<file path="config.mk">
export PLATFORM = sky130hd
export DESIGN_NAME = uart_rx_frontend
export DESIGN_NICKNAME = d
export VERILOG_FILES = /design/src/rtl/uart_pkg.sv /design/src/rtl/uart_baud_tick.sv /design/src/rtl/uart_rx_frontend.sv
export SDC_FILE = /design/constraint.sdc
export NUM_CORES = 1
export LEC_CHECK = 0
export CAP_MARGIN = 20
export CORE_ASPECT_RATIO = 1.5
export CORE_UTILIZATION = 62
export DETAILED_ROUTE_END_ITERATION = 10
export PLACE_DENSITY = 0.84
export SLEW_MARGIN = 10
export SYNTH_ARGS = -nofsm -noshare
export SYNTH_HDL_FRONTEND = slang
export SYNTH_HIERARCHICAL = 1
export SYNTH_SLANG_ARGS = --single-unit
</file>
<file path="constraint.sdc">
create_clock -name sysclk -period 4.6 [get_ports sysclk]
set_input_delay 1.38 -clock sysclk [delete_from_list [all_inputs] [get_ports sysclk]]
set_output_delay 1.38 -clock sysclk [all_outputs]
set_load 0.02 [all_outputs]
</file>
<file path="src/rtl/uart_pkg.sv">
`default_nettype none
// uart_pkg -- receiver FSM encoding, oversampling ratio and mid-bit sample points.
// Revision 1.0
package uart_pkg;

  typedef enum logic [2:0] {
    ST_IDLE   = 3'd0,
    ST_START  = 3'd1,
    ST_DATA   = 3'd2,
    ST_PARITY = 3'd3,
    ST_STOP   = 3'd4,
    ST_BREAK  = 3'd5
  } rx_state_t;

  localparam int UART_OVERSAMPLE = 16;

  localparam logic [3:0] SAMPLE_EARLY = 4'd7;
  localparam logic [3:0] SAMPLE_MID   = 4'd8;
  localparam logic [3:0] SAMPLE_LATE  = 4'd9;

  function automatic logic majority3(input logic a, input logic b, input logic c);
    return (a & b) | (a & c) | (b & c);
  endfunction

endpackage
`default_nettype wire

</file>
<file path="src/rtl/uart_baud_tick.sv">
`default_nettype none
// uart_baud_tick -- free-running divisor counter emitting a one-cycle tick every DIVISOR clocks.
// Revision 1.0
module uart_baud_tick #(
  parameter int DIVISOR = 651
) (
  input  logic clk,
  input  logic rst,
  output logic tick
);

  localparam int CW = (DIVISOR > 1) ? $clog2(DIVISOR) : 1;
  localparam logic [CW-1:0] LAST = CW'(DIVISOR - 1);

  logic [CW-1:0] cnt;

  always_ff @(posedge clk or posedge rst) begin
    if (rst) begin
      cnt  <= '0;
      tick <= 1'b0;
    end else if (cnt == LAST) begin
      cnt  <= '0;
      tick <= 1'b1;
    end else begin
      cnt  <= cnt + CW'(1);
      tick <= 1'b0;
    end
  end

endmodule
`default_nettype wire

</file>
<file path="src/rtl/uart_rx_frontend.sv">
`default_nettype none
// uart_rx_frontend -- 16x oversampling 8N1 receiver with one-entry holding register.
// Optional 8E1 framing when UART_RX_PARITY_EN is defined. Revision 1.0
module uart_rx_frontend
  import uart_pkg::*;
#(
  parameter int CLK_HZ     = 100000000,
  parameter int BAUD       = 9600,
  parameter int OVERSAMPLE = 16
) (
  input  logic       sysclk,
  input  logic       reset,
  input  logic       UART_RX,
  output logic [7:0] rx_data,
  output logic       rx_valid,
  input  logic       rx_ready,
  output logic       rx_frame_err,
  output logic       rx_overrun,
  input  logic       rx_clr
);

  localparam int DIVISOR = CLK_HZ / (BAUD * OVERSAMPLE);

  logic rx_meta, rxs;
  always_ff @(posedge sysclk or posedge reset) begin
    if (reset) begin
      rx_meta <= 1'b1;
      rxs     <= 1'b1;
    end else begin
      rx_meta <= UART_RX;
      rxs     <= rx_meta;
    end
  end

  logic tick;
  uart_baud_tick #(.DIVISOR(DIVISOR)) u_baud (
    .clk  (sysclk),
    .rst  (reset),
    .tick (tick)
  );

  rx_state_t  state, state_nxt;
  logic [3:0] sc, sc_inc;
  logic       s_early, s_mid;
  logic [7:0] shreg;
  logic [2:0] bit_idx;
  logic       decide, bit_val, parity_ok;
  logic       sc_clr, deliver, frame_err;

  // Sample points are indexed by the post-increment count, so the detect tick is sample 0.
  assign sc_inc  = sc + 4'd1;
  assign decide  = tick && (state != ST_IDLE) && (state != ST_BREAK) && (sc_inc == SAMPLE_LATE);
  assign bit_val = majority3(s_early, s_mid, rxs);

`ifdef UART_RX_PARITY_EN
  logic par_bit;
  always_ff @(posedge sysclk or posedge reset) begin
    if (reset)
      par_bit <= 1'b0;
    else if (decide && state == ST_PARITY)
      par_bit <= bit_val;
  end
  assign parity_ok = ~(^shreg ^ par_bit);
`else
  assign parity_ok = 1'b1;
`endif

  always_ff @(posedge sysclk or posedge reset) begin
    if (reset)
      state <= ST_IDLE;
    else
      state <= state_nxt;
  end

  always_comb begin
    state_nxt = state;
    sc_clr    = 1'b0;
    deliver   = 1'b0;
    frame_err = 1'b0;
    case (state)
      ST_IDLE: begin
        if (tick && !rxs) begin
          state_nxt = ST_START;
          sc_clr    = 1'b1;
        end
      end
      ST_START: begin
        if (decide)
          state_nxt = bit_val ? ST_IDLE : ST_DATA;
      end
      ST_DATA: begin
        if (decide && bit_idx == 3'd7) begin
`ifdef UART_RX_PARITY_EN
          state_nxt = ST_PARITY;
`else
          state_nxt = ST_STOP;
`endif
        end
      end
`ifdef UART_RX_PARITY_EN
      ST_PARITY: begin
        if (decide)
          state_nxt = ST_STOP;
      end
`endif
      ST_STOP: begin
        if (decide) begin
          if (!bit_val) begin
            frame_err = 1'b1;
            state_nxt = ST_BREAK;
          end else begin
            state_nxt = ST_IDLE;
            deliver   = parity_ok;
            frame_err = ~parity_ok;
          end
        end
      end
      ST_BREAK: begin
        if (rxs)
          state_nxt = ST_IDLE;
      end
      default: state_nxt = ST_IDLE;
    endcase
  end

  always_ff @(posedge sysclk or posedge reset) begin
    if (reset) begin
      sc      <= 4'd0;
      s_early <= 1'b1;
      s_mid   <= 1'b1;
      shreg   <= 8'h00;
      bit_idx <= 3'd0;
    end else begin
      if (sc_clr)
        sc <= 4'd0;
      else if (tick)
        sc <= sc_inc;
      if (tick && sc_inc == SAMPLE_EARLY)
        s_early <= rxs;
      if (tick && sc_inc == SAMPLE_MID)
        s_mid <= rxs;
      if (state == ST_START)
        bit_idx <= 3'd0;
      else if (decide && state == ST_DATA) begin
        shreg   <= {bit_val, shreg[7:1]};
        bit_idx <= bit_idx + 3'd1;
      end
    end
  end

  // Holding register: a fresh byte may replace one being consumed in the same cycle.
  always_ff @(posedge sysclk or posedge reset) begin
    if (reset) begin
      rx_data      <= 8'h00;
      rx_valid     <= 1'b0;
      rx_frame_err <= 1'b0;
      rx_overrun   <= 1'b0;
    end else begin
      rx_frame_err <= frame_err;
      if (deliver && (!rx_valid || rx_ready)) begin
        rx_data  <= shreg;
        rx_valid <= 1'b1;
      end else if (rx_valid && rx_ready) begin
        rx_valid <= 1'b0;
      end
      if (deliver && rx_valid && !rx_ready)
        rx_overrun <= 1'b1;
      else if (rx_clr)
        rx_overrun <= 1'b0;
    end
  end

endmodule
`default_nettype wire
</file>
== Word level (Yosys, flattened, before mapping) ==
Index checks and enable logic that the tools add are counted.

* Bits in registers: 44
* Latch bits: 0
* RAM bits: 0
* ROM bits: 0
* Input port bits: 5
* Output and inout bits: 11
* Word-level logic and storage cells: 88
* Memories: 0

* Add/sub/neg operators: 3
* $mul: 0
* Divide/modulo/power cells: 0
* Magnitude comparators: 0
* Equality and inequality tests: 15
* Shift-type cells: 0
* Mux-type cells: 26
* Bitwise operators: 6
* Reductions and logical operators: 24

{| class="wikitable"
|+ Operators with widths
! cell !! count
|-
| 3-bit 2-to-1 mux || 8
|-
| 3-bit case mux with 5 select lines || 1
|-
| 1-bit 2-to-1 mux || 13
|-
| 1-bit logical AND || 12
|-
| 10-bit by 1-bit adder with 10-bit output, second input constant || 1
|-
| 10-bit == test, second input constant || 1
|-
| 10-bit 2-to-1 mux || 1
|-
| 2-bit inequality test, second input constant || 5
|-
| 3-bit == test, second input constant || 3
|-
| 4-bit == test, second input constant || 2
|-
| 4-bit 2-to-1 mux || 2
|-
| 2-bit nonzero test || 4
|-
| 5-bit AND reduction || 1
|-
| 4-bit by 1-bit adder with 4-bit output, second input constant || 1
|-
| 4-bit by 3-bit == test with 1-bit output, second input constant || 1
|-
| 3-bit by 1-bit adder with 3-bit output, second input constant || 1
|-
| 1-bit bitwise AND || 3
|-
| 3-bit by 1-bit == test with 1-bit output, second input constant || 1
|-
| 3-bit by 2-bit == test with 1-bit output, second input constant || 1
|-
| 1-bit logical NOT || 3
|-
| 3-bit logical NOT || 1
|-
| 3-bit inequality test, second input constant || 1
|-
| 3-bit nonzero test || 1
|-
| 2-bit 2-to-1 mux || 1
|-
| other kinds (4) || 5
|}

== Logic depth before layout (Yosys ltp) ==
* Depth after elaboration: 9
* Depth in mapped cells: 7
* Mapped depth without buffers: 7

== Modules after synthesis ==
Netlist, hierarchy kept.

{| class="wikitable"
|+ By module, submodules not included
! module !! times used !! cells an instance !! area each (sq um) !! seq. area each (sq um)
|-
| uart_rx_frontend || 1 || 147 || 1651.6 || 830.8
|-
| uart_baud_tick || 1 || 48 || 553.0 || 275.3
|}

== Worst setup path after synthesis ==
Ideal clock, no wire load.

* Path type: input to register
* Start point: input rx_ready
* End point: register rx_data[0]
* Library setup time: 0.125 ns
* Arrival time: 2.327 ns
* Required time: 4.475 ns
* Path slack: 2.148 ns
* Stages: 4
* Buffers on the path: 0
* Path through: nand2b_1 > nand2_1 > a211oi_4 > mux2_2

* Word-level cells in the longest chain between the ends: 2

{| class="wikitable"
|+ Ends and longest elaborated chain
! element !! line !! text
|-
| start: declaration || uart_rx_frontend.sv:16 || <nowiki>input logic rx_ready,</nowiki>
|-
| 1-bit logical OR || uart_rx_frontend.sv:160 || <nowiki>if (deliver && (!rx_valid || rx_ready)) begin</nowiki>
|-
| 1-bit logical AND || uart_rx_frontend.sv:160 ||
|-
| end signal: assignment || uart_rx_frontend.sv:161 || <nowiki>rx_data <= shreg;</nowiki>
|-
| end: declaration || uart_rx_frontend.sv:14 || <nowiki>output logic [7:0] rx_data,</nowiki>
|}

No other way between the ends.
A chain may end at the register's enable or synchronous reset.

== Worst setup path in the final report ==
* Start point: input rx_ready
* End point: register rx_data[3]

Same word-level chain as after synthesis.

==> flow_summary.json <==
{
  "status": "completed",
  "post-route-min-period_ps": 2756,
  "io_buffers": 15,
  "cap_violations": 0,
  "stdcell_count": 254,
  "syn_area_per_cell_um2": 11.31,
  "leakagePower_nw": 1.164,
  "pwr-share-comb_pct": 1.9,
  "synth_top_area_share_pct": 45.40,
  "hold-worst-slack_ps": 363.7,
  "multi_input_area_mm2": 0.001036,
  "pin_count": 16,
  "rsz0062_at_grt": "no",
  "yosys_register_bits": 44,
  "synth-edff-count": 0,
  "power.total_uw": 690.6,
  "cts.clk_slew.worst_paths_ps": 80,
  "synth_area_leaders": "dfrtp_1, mux2_2, dfstp_2, ha_1, a21oi_1",
  "initial_utilization_pct": 64.54,
  "synth_flop_cell": "dfrtp_1",
  "ctsRootBufferMaster": "clkbuf_8",
  "hold_viol_final": 0,
  "tightest_slew_ps": 529.9,
  "routed_via_density": 6.087,
  "relSlewSlack_pct": 64.35,
  "die-area_mm2": 0.003803,
  "clk_path_buf_depth": 2,
  "fin_skew_ps": 11.59,
  "hold_class": "reg2reg",
  "peakVddDrop_mv": 0.2562,
  "drtAntennaViolNets": 0,
  "power_frac_seq_pct": 56.4,
  "drt-initial-drc-count": 23,
  "setup-violations-final": 0,
  "crit_type": "in2reg",
  "h-tree-depth": 2,
  "syn_nets": 208,
  "drtPass1Iterations": 4,
  "nNetsFinal": 224,
  "post-cts-setup-buffers": 0,
  "cts_hold_buf": 0,
  "critical_path_arrival_ps": 2930,
  "synthCells": 195,
  "wl_per_cell_um": 16.18,
  "endpoint_kind": "flop",
  "clock.fmax_mhz": 362.9,
  "drc_errors": 0,
  "numCtsBuffers": 5,
  "rows": 26,
  "synth_area_mm2": 0.002205,
  "internal_power_uw": 555.1,
  "grt_max_degree": 34,
  "dp.cells": 246,
  "areaGrowthSynthToFinish_pct": 13.05,
  "synth-async-reset-ratio_pct": 100.0,
  "p_sw_share_pct": 19.62,
  "grtUsageTotal_pct": 24.22,
  "n_fill_cell": 224,
  "power.share.clock_pct": 41.8,
  "pre_cts_slack_ps": 1516,
  "vias": 1546,
  "grt_overflow_total": 0,
  "seq_area_mm2": 0.001106,
  "drive_gt1_share_pct": 19.34,
  "gp_congestion": 0.8532,
  "synth_top_area_cell": "dfrtp_1",
  "die_w_um": 50.69,
  "antenna_cells": 0,
  "chipHeight_um": 75.03,
  "insertion_delay_ps": 300,
  "seq_area_frac_synth_pct": 50.17,
  "routed_wl_um": 4110,
  "cts.sinks": 44,
  "cp_max_fo": 8,
  "pwr_density_cell_mw_per_mm2": 277.1,
  "crit_path_start_kind": "input port",
  "antenna_found_initial": 0,
  "cts_tree": "built",
  "cts-resized-gates": 0,
  "grt_pass1_wl_um": 6872,
  "core_area_mm2": 0.003416,
  "synth_warnings": 6,
  "fin_crit_sh_pct": 59.91,
  "dp_hpwl_um": 2902,
  "cp_data_required_time_ps": 4780,
  "synth.distinct_cells": 56,
  "slew_viol_final": 0,
  "grt_pass1_vias": 1531,
  "switchingPower_uw": 135.5,
  "fin_ws_ps": 1844,
  "fin_tns_setup_ps": 0
}
[power by group through the flow]
stage	clock (mW)	combinational [mW]	sequential, mW
finish	0.288	0.0130	0.389
global route	0.311	0.0153	0.389
CTS	0.295	0.0135	0.389
detailed placement	0	0.0136	0.397
global placement	0	0.0127	0.397
floorplan	0	0.00799	0.396
[per-stage QoR]
stage | util (%) | instance area [µm²]
2_1_floorplan | - | 2205
3_3_place_gp | 69.85 | 2386
3_5_place_dp | 69.85 | 2386
4_1_cts | 72.97 | 2492
5_1_grt | 72.97 | 2492
6_report | 72.97 | 2492
[area by class of cell]
type                            instances  area share (%)
Clock buffer                            7           3.062
Clock inverter                          1           1.205
Inverter                                9           1.355
Multi-Input combinational cell        135           41.57
Sequential cell                        44           44.38
Tap cell                               42           2.108
Timing Repair Buffer                   16           6.325
[sequential cells by signal (all words and copies together), names as in the netlist, 3 cells and up]
register    cells
sc              4
bit_idx         3
state           3
rx_data         8
shreg           8
u_baud/cnt     10
[per-layer routing]
layer | global-route usage (%) | wire length, µm | vias to the layer above
met1 | 28.42 | 1732 | 759
li1 | - | - | 738
met4 | 8.333 | 70 | 0
met5 | 0 | 0 | -
met2 | 43.85 | 2170 | 39
met3 | 5.051 | 137 | 10
[cells in the final DEF, fill, tap and decap left out, types with 2 or more instances in the layout]
cell / count
nor3_1: 3
o31ai_1: 2
dfstp_2: 4
a211o_1: 2
mux2i_1: 2
inv_1: 9
nor3b_1: 3
clkbuf_1: 2
xnor2_1: 5
o21ai_0: 7
clkbuf_8: 5
clkdlybuf4s50_1: 15
nor2_1: 11
o22ai_1: 2
nand4_1: 2
ha_1: 8
mux2_2: 18
and3_1: 3
nand2_1: 10
a21oi_1: 9
xor2_1: 2
nand3_1: 9
nand2b_1: 4
o211ai_1: 3
dfrtp_1: 40
[critical path, stage by stage]
cell,delay [ps]
clkdlybuf4s50_1,440
nand2b_1,140
nand2_1,100
a211oi_4,470
mux2_2,390
[synth_stat cells (all sizes together) (4+ instances only)]
library cell  count
nand2b            4
a21oi            10
nor2             11
inv               9
nand3             9
o21ai             7
nor3              4
mux2             18
dfrtp            40
xnor2             5
clkbuf            5
ha                8
nand2            11
dfstp             4
[final timing paths]
path / depth (start not counted) / slack (ps) / from / end
setup / recovery: 5 / 1840 / rx_ready / rx_data[3]$_DFFE_PP0P_
setup reg to reg: 6 / 2390 / sc[0]$_DFFE_PP0P_ / rx_data[3]$_DFFE_PP0P_
max in group asynchronous: 3 / 2760 / reset / rxs$_DFF_PP1_
hold reg to reg: 0 / 360 / rx_meta$_DFF_PP1_ / rxs$_DFF_PP1_
hold / removal: 0 / 360 / rx_meta$_DFF_PP1_ / rxs$_DFF_PP1_
min in group asynchronous: 2 / 1420 / reset / u_baud/cnt[9]$_DFF_PP0_
[kinds of logic after synthesis]
group | synth area share, %
buffers and inverters | 2.837
DFF | 50.17
xor gates and xnor gates | 2.781
adders and majority gates | 4.995
muxes | 10.10
and+or+nand+nor | 17.20
AOI/OAI and AO/OA | 11.92
(Power assumes the default switching activity.)
==> variant 1, RTL diff (config.mk and constraints unchanged) <==
Add a define of `UART_RX_PARITY_EN`.
--- a/src/rtl/uart_rx_frontend.sv
+++ b/src/rtl/uart_rx_frontend.sv
@@ -1,6 +1,8 @@
 `default_nettype none
 // uart_rx_frontend -- 16x oversampling 8N1 receiver with one-entry holding register.
 // Optional 8E1 framing when UART_RX_PARITY_EN is defined. Revision 1.0
+`define UART_RX_PARITY_EN
+
 module uart_rx_frontend
   import uart_pkg::*;
 #(
Formal check against the unedited RTL: same outputs for any inputs over 10 cycles, from zero or initial values and one cycle with reset high; that may be too few to reach the edited logic, so the function may still have changed.
==> variant 1 against the unedited design <==
  * Count of clock-buffer cells in the layout increased by 1
  * Final cell count decreased by 0.79%
  * Register-to-register slack got worse by 0.33 ns
  * Power decreased by 5.2%
  * Final area increased by 0.15%
  * Largest power group unchanged
  * Utilization increased by 0.11 points
  * Sequential cell count increased by 1
  * Via count decreased by 3.8%
  * Worst setup slack improved by 0.11 ns
  * Synthesized area increased by 1.0%
  * Wire length decreased by 5.7%
==> variant 1: results (changes against the unedited design) <==
- Placed cell areas: 2410 µm² (was 2390 µm²)
- Place WS: 1.65 ns (was 1.52 ns)
- Slew HR: 59.5% (was 64.3%)
- Total Routing Usage GR: 22.4% (was 24.2%)
- Lkg Pwr: 1.20 nW (was 1.16 nW)
- GPL Wtd Cong: 0.842 (was 0.853)
- Root Buffer: clkbuf_8 (unchanged)
- Avg Inst Size Synth: 11.6 µm² (was 11.3 µm²)
- Post-synthesis sequential area ratio: 50.8% (was 50.2%)
- Vias in the first global route: 1441 (was 1531)
- CP arrival: 1.27 ns (was 2.93 ns)
- Met3 usage: 4.99% (was 5.05%)
- Max VDD drop: 0.232 mV (was 0.256 mV)
- Filler instances: 245 (was 224)
- Vias: 1488 (was 1546)
- Status: finished clean (unchanged)
- Slowest stage delay, CP: 0.61 ns (was 0.47 ns)
- Met1 Use GR: 26.1% (was 28.4%)
- Clock skew: 0.00898 ns (was 0.0116 ns)
- Largest net degree at the start of global routing: 35 (was 34)
- Top cells by area, synth: dfrtp_1 46%, mux2_4 5.4%, dfstp_2 4.7% (was dfrtp_1 45%, mux2_2 9.2%, dfstp_2 4.8%)
- M2 GR Usage: 40.4% (was 43.9%)
- Iter 0 DRT Violations: 48 (was 23)
- Final WL: 3.88 mm (was 4.11 mm)
- Met2 Wirelength: 2.12 mm (was 2.17 mm)
- CP max FO: 2 (was 8)
- Syn Nets: 205 (was 208)
- Cell Count, Final, Fillers Out: 252 (was 254)
- Initial antenna violation count: 0 (unchanged)
- Met3 routed WL: 142 µm (was 137 µm)
- Slowest CP cell: clkdlybuf4s50_1 (was a211oi_4)
- TritonRoute pass-1 iters: 4 (unchanged)
- Final core occ: 73.1% (was 73.0%)
- Yosys cell types: 48 (was 56)
- M1 WL: 1.58 mm (was 1.73 mm)
- Placed Cells: 244 (was 246)
- Commonest cells in the netlist: 41 x dfrtp_1, 14 x nand2_1, 14 x nor2_1, 10 x xnor2_1, 9 x mux2_1 (was 40 x dfrtp_1, 18 x mux2_2, 11 x nor2_1, 10 x nand2_1)
- First-pass GRT wire length: 6.35 mm (was 6.87 mm)
[variant 1: cell count changes after synthesis, moves of 2 or more]
cell / change
a21oi_1: -5
inv_1: -2
mux2_1: +9
mux2_2: -16
mux2_4: +8
nand2_1: +4
nand2b_1: +2
nand3_1: -2
nor2_1: +3
nor3b_1: -2
o211ai_1: -2
xnor2_1: +5
[variant 1: worst paths after layout]
| kind | from | endpoint | slack, ns | cells after the start |
|---|---|---|---|---|
| setup reg to reg | sc[1] | shreg[4] | 2.06 | 6 |
| hold reg to reg | rx_meta | rxs | 0.37 | 0 |
| setup / recovery | rx_data[6] | rx_data[6] | 1.95 | 1 |
| min in group asynchronous | reset | u_baud/cnt[8] | 1.41 | 2 |
| max in group asynchronous | reset | rxs | 2.76 | 3 |
| hold / removal | rx_meta | rxs | 0.37 | 0 |
[variant 1: worst register-to-register path, cell delays in order, from the launching register on]
cell,delay [ns]
dfrtp_1,0.47
ha_1,0.31
and2_1,0.16
a21oi_1,0.06
o22ai_1,0.38
nand3_1,0.54
mux2_1,0.50
[variant 1: cell families (layout without fill, tap and decap cells)]
kind of cell               Yosys count  in the layout  synth area share (%)
DFF                                 45             45                  50.8
muxes                               22             22                  12.3
buffers and inverters               13             31                  2.58
and+or+nand+nor                     63             63                  15.9
xor gates and xnor gates            14             14                  6.12
adders and majority gates            9              9                  4.94
AOI/OAI and AO/OA                   26             26                  7.36
[variant 1: cell type report]
class	count	share of cell area (%)
clock buffers	8	3.61
inverters	7	1.05
multi-input cells	134	41.6
flip-flops and latches	45	45.3
well taps	42	2.11
repair buffers	16	6.32
[variant 1: where the power goes]
part           total [W]  internal, W  switching (W)
clock           0.000244     0.000123       0.000121
combinational  0.0000126   0.00000417     0.00000838
sequential      0.000398     0.000397    0.000000869
total           0.000654     0.000524       0.000131
==> variant 2, RTL diff (same flow settings) <==
Without the edit above. Encoding of `rx_state_t`: now one-hot (6 bits for 6 states).
--- a/src/rtl/uart_pkg.sv
+++ b/src/rtl/uart_pkg.sv
@@ -3,13 +3,13 @@
 // Revision 1.0
 package uart_pkg;
 
-  typedef enum logic [2:0] {
-    ST_IDLE   = 3'd0,
-    ST_START  = 3'd1,
-    ST_DATA   = 3'd2,
-    ST_PARITY = 3'd3,
-    ST_STOP   = 3'd4,
-    ST_BREAK  = 3'd5
+  typedef enum logic [5:0] {
+    ST_IDLE   = 6'b000001,
+    ST_START  = 6'b000010,
+    ST_DATA   = 6'b000100,
+    ST_PARITY = 6'b001000,
+    ST_STOP   = 6'b010000,
+    ST_BREAK  = 6'b100000
   } rx_state_t;
 
   localparam int UART_OVERSAMPLE = 16;
Formal check against the unedited RTL: no difference found for any inputs over 10 cycles, from zero or initial values and one cycle with reset high; not proved beyond that.
==> variant 2 against the unedited design <==
  * Synthesized area up 1.9%
  * Wire length is 0.46% higher
  * Clock skew is 0.0048 ns lower
  * Sequential cell count increased by 2
  * First-iteration DRC count up 26%
  * Final area rose by 0.75%
  * Sequential power increased by 5%
  * Non-clock buffer count is the same
  * Global-route usage is 0.83 points higher
  * Final cell count is 2.4% lower
  * Via count is 3.9% lower
  * Worst setup slack better by 0.096 ns
  * Synthesized cell count decreased by 4.1%
  * Power shrank 6.0%
==> variant 2: results (changes against the unedited design) <==
- Share of layout cells above drive strength 1: 19.9% (was 19.3%)
- Slowest stage delay, CP: 0.61 ns (was 0.47 ns)
- Iter 0 DRT Violations: 29 (was 23)
- CP startpoint: rx_data[7] (was rx_ready)
- Largest net degree at the start of global routing: 23 (was 34)
- Max VDD drop: 0.261 mV (was 0.256 mV)
- Synth top area share: 45.7% (was 45.4%)
- Post-synthesis mux area share: 12.9% (was 10.1%)
- Clock skew: 0.00680 ns (was 0.0116 ns)
- Least-Margin Pin Slew: 0.511 ns (was 0.530 ns)
- Vias in the first global route: 1580 (was 1531)
- Routed WL per cell: 16.6 µm (was 16.2 µm)
- Status: finished clean (unchanged)
- Post-DP HPWL: 3.05 mm (was 2.90 mm)
- Total Routing Usage GR: 25.1% (was 24.2%)
- Slowest CP cell: clkdlybuf4s50_1 (was a211oi_4)
- Multi-input logic area: 1020 µm² (was 1040 µm²)
- Top cells by area, synth: dfrtp_1 46%, dfstp_2 5.8%, mux2_2 5.5% (was dfrtp_1 45%, mux2_2 9.2%, dfstp_2 4.8%)
- Cell family with most CP delay: buffers and inverters (was compound AO/OA/AOI/OAI gates)
- Vias: 1486 (was 1546)
- FF-to-FF Start: sc[1] (was sc[0])
- CP max FO: 2 (was 8)
- Post-synthesis xor/xnor area fraction: 3.51% (was 2.78%)
- First-pass GRT wire length: 7.02 mm (was 6.87 mm)
- Nets: 219 (was 224)
- Post-Synth Adder-Cell Area: 4.90% (was 4.99%)
variant 2: cell families (layout without fill, tap and decap cells):
| logic type | after synthesis | count (layout) |
|---|---|---|
| simple gates | 59 | 59 |
| flops | 46 | 46 |
| mux | 24 | 24 |
| compound gates | 23 | 23 |
| buf+inv | 17 | 36 |
| fa+ha+maj | 9 | 9 |
| xor+xnor | 9 | 9 |
variant 2: per-stage QoR:
stage	cells	worst slack (ns)	hold slack, ns	total power [W]
6_report	248	1.94	0.367	0.000649
5_1_grt	248	1.87	0.374	0.000674
3_3_place_gp	241	1.82	0.349	0.000427
4_1_cts	248	1.92	0.370	0.000660
2_1_floorplan	187	2.34	0.345	0.000421
3_5_place_dp	241	1.80	0.354	0.000428
variant 2: area by class of cell:
type	instances	share of cell area, %
timing repair buffer	16	6.28
tap	42	2.09
sequential	46	46.1
inverter	13	1.94
clock inverter	2	0.399
clock buffer	5	2.74
multi-input combinational	124	40.5
variant 2: worst paths after layout:
check,to,slack (ns),cells after the start
setup / recovery,rx_data[7],1.94,1
hold / removal,rxs,0.37,0
setup reg to reg,shreg[1],2.45,5
hold reg to reg,rxs,0.37,0
max in group asynchronous,rx_data[7],2.49,3
min in group asynchronous,u_baud/cnt[2],1.41,2
variant 2: routing by layer:
layer  vias to the layer above  routed length, µm
met1                       756               1560
met4                         0                 97
met2                        23               2360
li1                        696                  -
met5                         -                  0
met3                        11                109
variant 2: power by group:
part / switching, W / internal (W) / leakage, nW
Combinational: 0.00000847 / 0.00000387 / 0.456
Sequential: 0.000000993 / 0.000406 / 0.611
Clock: 0.000128 / 0.000102 / 0.0438
Total: 0.000138 / 0.000512 / 1.11
